$ cat src/rtl/tick_timer.sv
// Prescaled up/down tick timer: one tick every CLKS_PER_TICK enabled cycles, with a sticky
// expired flag and either saturating or reloading terminal behaviour.
module tick_timer #(
    parameter int unsigned WIDTH         = 11,
    parameter int unsigned CLKS_PER_TICK = 50000,
    parameter bit          WRAP          = 1'b0
) (
    input  logic             clk_i,
    input  logic             rst_ni,
    input  logic             restart_i,
    input  logic             enable_i,
    input  logic             up_i,
    input  logic [WIDTH-1:0] start_value_i,
    input  logic [WIDTH-1:0] limit_value_i,
    output logic [WIDTH-1:0] timer_value_o,
    output logic             tick_o,
    output logic             expired_o
);

    localparam int unsigned PsW = (CLKS_PER_TICK > 1) ? $clog2(CLKS_PER_TICK) : 1;
    localparam logic [PsW-1:0] PsLast = PsW'(CLKS_PER_TICK - 1);

    logic [PsW-1:0]   ps_q, ps_d;
    logic [WIDTH-1:0] value_q, value_d;
    logic             tick_q, tick_d;
    logic             expired_q, expired_d;

    logic             at_last;
    logic             terminal;
    logic [WIDTH-1:0] stepped;
    logic             stepped_terminal;

    always_comb begin
        at_last          = (ps_q == PsLast);
        terminal         = up_i ? (value_q >= limit_value_i) : (value_q == '0);
        // Only used when not terminal, so the step can never over- or underflow.
        stepped          = up_i ? (value_q + WIDTH'(1)) : (value_q - WIDTH'(1));
        stepped_terminal = up_i ? (stepped >= limit_value_i) : (stepped == '0);

        ps_d      = ps_q;
        value_d   = value_q;
        tick_d    = 1'b0;
        expired_d = expired_q;

        if (restart_i) begin
            ps_d      = '0;
            expired_d = 1'b0;
            value_d   = up_i ? '0 : start_value_i;
        end else if (enable_i) begin
            if (at_last) begin
                ps_d   = '0;
                tick_d = 1'b1;
                if (!terminal) begin
                    value_d   = stepped;
                    expired_d = expired_q | stepped_terminal;
                end else begin
                    expired_d = 1'b1;
                    if (WRAP) begin
                        value_d = up_i ? '0 : start_value_i;
                    end
                end
            end else begin
                ps_d = ps_q + PsW'(1);
            end
        end
    end

    always_ff @(posedge clk_i or negedge rst_ni) begin
        if (!rst_ni) begin
            ps_q      <= '0;
            value_q   <= '0;
            tick_q    <= 1'b0;
            expired_q <= 1'b0;
        end else begin
            ps_q      <= ps_d;
            value_q   <= value_d;
            tick_q    <= tick_d;
            expired_q <= expired_d;
        end
    end

    assign timer_value_o = value_q;
    assign tick_o        = tick_q;
    assign expired_o     = expired_q;

endmodule

$ cat config.mk
export PLATFORM = sky130hd
export DESIGN_NAME = tick_timer
export DESIGN_NICKNAME = d
export VERILOG_FILES = /design/src/rtl/tick_timer.sv
export SDC_FILE = /design/constraint.sdc
export NUM_CORES = 1
export LEC_CHECK = 0
export CAP_MARGIN = 10
export CORE_MARGIN = 1.5
export CORE_UTILIZATION = 30
export CTS_CLUSTER_DIAMETER = 100
export CTS_CLUSTER_SIZE = 28
export DETAILED_ROUTE_END_ITERATION = 7
export PLACE_DENSITY = 0.61
export SLEW_MARGIN = 5
export SYNTH_ARGS = -nofsm -noshare
export SYNTH_HDL_FRONTEND = slang
export SYNTH_SLANG_ARGS = --single-unit
$ cat constraint.sdc
create_clock -name clk_i -period 7.2 [get_ports clk_i]
set_input_delay 2.16 -clock clk_i [delete_from_list [all_inputs] [get_ports clk_i]]
set_output_delay 2.16 -clock clk_i [all_outputs]
set_load 0.02 [all_outputs]
==> metrics.txt <==
detailed-routing wirelength on met1 between 3000 and 4000 microns; final hold violation count 0; total congestion overflow after global routing 0; maximum operating frequency roughly 0.17 GHz; Top Metal Used met4; initial antenna violation count 0; endpoint class of the critical path flip-flop; detailed-routed wire length on met2 ~2800 microns; final layout net count 383; clock edge transition at the registers on the reported setup and hold paths around 0.07 ns; mean instance size in the synthesized netlist around 8.9 sq um; initial core utilization a little under a third; Fill cells roughly 850; final core utilization 39.1%; area leader, netlist dfrtp_1; finished layout cell area between 0.003 and 0.004 sq mm; outcome finished clean; die height 93.9 microns; Final Cycle Share roughly 80%; fraction of final layout cells with drive strength greater than 1 between 7 and 8%; largest vdd supply drop between 0.1 and 0.15 mV; Final TNS setup 0 ns; number of placement rows 32; cell area reported after detailed placement approximately 0.003 sq mm; number of synthesis warnings 0; unrepaired setup endpoints after global routing false; IO buf count 39; headroom to the max-slew limit between 40% and 50%; die width ~94 microns; Met3 Wirelength about 330 microns; area grow syn2layout 23.9%; Worst setup SP type input port; DRC viols 0; timing startpoint of the critical path up_i; clock tree from TritonCTS done; number of buffers added for setup after CTS 0; part of the Yosys area used for sequential elements 29.3%; maximum number of pins on one net before global-route repair 30; die footprint just under 0.009 sq mm; worst reg2reg startpoint timer_value_o[0]; global-route total usage across every layer 15.8%; PwrDens approximately 280 mW/mm^2; area share of the leading cell type in the synthesized netlist between 20% and 30%; Final ANT Viol Nets 0; drt first-iter violations around 150; post-detail-place hpwl around 5000 microns; data required time at the worst endpoint 7.37 ns; total wirelength of the detailed-routed design ~6400 microns; area of the core between 0.007 and 0.008 sq mm; CTS buffer count 5; clock root cell clkbuf_8; cells taking the most area after synthesis dfrtp_1 (29%), ha_1 (17%), nor2_1 (4.5%), xor2_1 (4.2%), mux2_2 (4.1%); critical setup path kind input port to flip-flop; register bit total from synthesis 29; library cells used by synthesis 49; Final Wtd Congestion between 0.9 and 1; largest fanout on the critical path 15; Min Clock Period, post-route 5.78 ns; wire per inst approximately 15 microns; Hold Path Origin ps_q[15]; total placed cells including tap cells roughly 420; transition time of the tightest slew-check pin ~0.84 ns; hold bufs inserted after CTS 0; skew final between 0.002 and 0.003 ns; via count of the first global-routing pass between 2000 and 2500; Synth Cell Area 0.00248 sq mm; proportion of register bits with asynchronous set or reset after synthesis 100%; Synth Flop Type dfrtp_1; global-route wire length before repair ~11000 microns; max-capacitance violation count 0; Final Max Tran Viols 0; final std cells w/o fill roughly 430; Hold Path Class flip-flop to flip-flop; data arrival time of the worst path ~6.0 ns; routed via count divided by cell count 5.17; source-to-sink clock delay at the later pin of the worst-skew pair about 0.28 ns; vias after detailed routing between 2000 and 2500; number of H-tree branching levels 2; total of endpoints with negative setup slack in the final report 0; number of instances in the synthesized netlist roughly 280; clock net sink count 29; maximum root-to-sink buffer count 2; P_leak about 1.3 nW; DR pass1 iterations 4; Post-synth EDFFs 0; IO Count 40; diodes inserted 0; PostCTS Resize Cnt 0; Net Count, Synth 339
cells in the mapped netlist (all sizes together), types with 3 or more instances:
cell / count
nand2: 23
mux2i: 3
a22o: 5
nor4: 6
xnor2: 8
nor2: 30
mux2: 9
dfrtp: 29
a21oi: 18
nor3: 8
nand4: 3
o21ai: 20
xor2: 12
nand3: 9
inv: 17
ha: 33
a21o: 3
and3: 4
or3: 3
nand2b: 4
report_power, final:
part           switching, mW  internal [mW]
registers             0.0403          0.185
logic                  0.271          0.232
clock network         0.0640         0.0686
total                  0.375          0.485
logic make-up (layout without fill, tap and decap cells):
kind of cell / count (synthesis) / in the layout / synth area share (%)
mux: 12 / 12 / 5.30
simple gates: 100 / 100 / 20.5
xor+xnor: 20 / 20 / 7.07
compound gates: 63 / 63 / 17.2
fa+ha+maj: 34 / 34 / 17.5
flops: 29 / 29 / 29.3
buf+inv: 20 / 65 / 3.13
flip-flops by register name, summed over array words and instances, names as in the netlist:
register,cells
tick_o,1
ps_q,16
expired_o,1
timer_value_o,11
cell type report:
class | count | area [sq um] | share of cell area (%)
inverters | 17 | 63.8 | 2.08
multi-input cells | 229 | 1680 | 54.6
clock buffers | 8 | 80.1 | 2.61
flip-flops and latches | 29 | 726 | 23.6
well taps | 102 | 128 | 4.16
repair buffers | 40 | 398 | 13.0
worst paths after layout:
kind                               endpoint  slack (ns)  depth (start not counted)
min in group asynchronous           ps_q[9]        2.26                          2
max reg2reg                       expired_o        3.68                         11
min                                ps_q[15]        0.55                          2
max in group asynchronous  timer_value_o[2]        4.65                          2
max                               expired_o        1.42                         13
min reg2reg                        ps_q[15]        0.55                          2
worst max-delay path: stages:
cell and delay [ns]:
clkdlybuf4s50_1 0.53, inv_1 0.28, fa_1 0.54, a211oi_1 0.38, o21ai_1 0.18, a31oi_4 0.24
xnor2_1 0.20, ha_1 0.30, a2111oi_0 0.43, o21ai_0 0.17, o221a_2 0.27, o31ai_1 0.18
o21ai_1 0.09
layer usage:
metal | vias to the layer above | track usage [%]
met4 | 0 | 4.85
met2 | 57 | 24.0
met3 | 6 | 3.16
met1 | 1031 | 22.4
met5 | - | 0
li1 | 1102 | -
per-stage QoR:
stage          worst slack, ns  hold slack (ns)  total power [mW]
6_report                  1.42            0.547             0.860
5_1_grt                  0.963            0.595             0.934
4_1_cts                   1.41            0.549             0.862
3_5_place_dp              1.11            0.541             0.726
3_3_place_gp              1.30            0.537             0.717
2_1_floorplan             2.14            0.510             0.567
layout by cell type, fill, tap and decap left out, drive strengths merged, types with 3 or more instances in the layout:
cell type,count
a21o,3
a21oi,18
a22o,5
and3,4
clkbuf,8
clkdlybuf4s50,39
dfrtp,29
ha,33
inv,17
mux2,9
mux2i,3
nand2,23
nand2b,4
nand3,9
nand4,3
nor2,30
nor3,8
nor4,6
o21ai,20
or3,3
xnor2,8
xor2,12
Note: power is estimated with default switching activity, not from simulation.
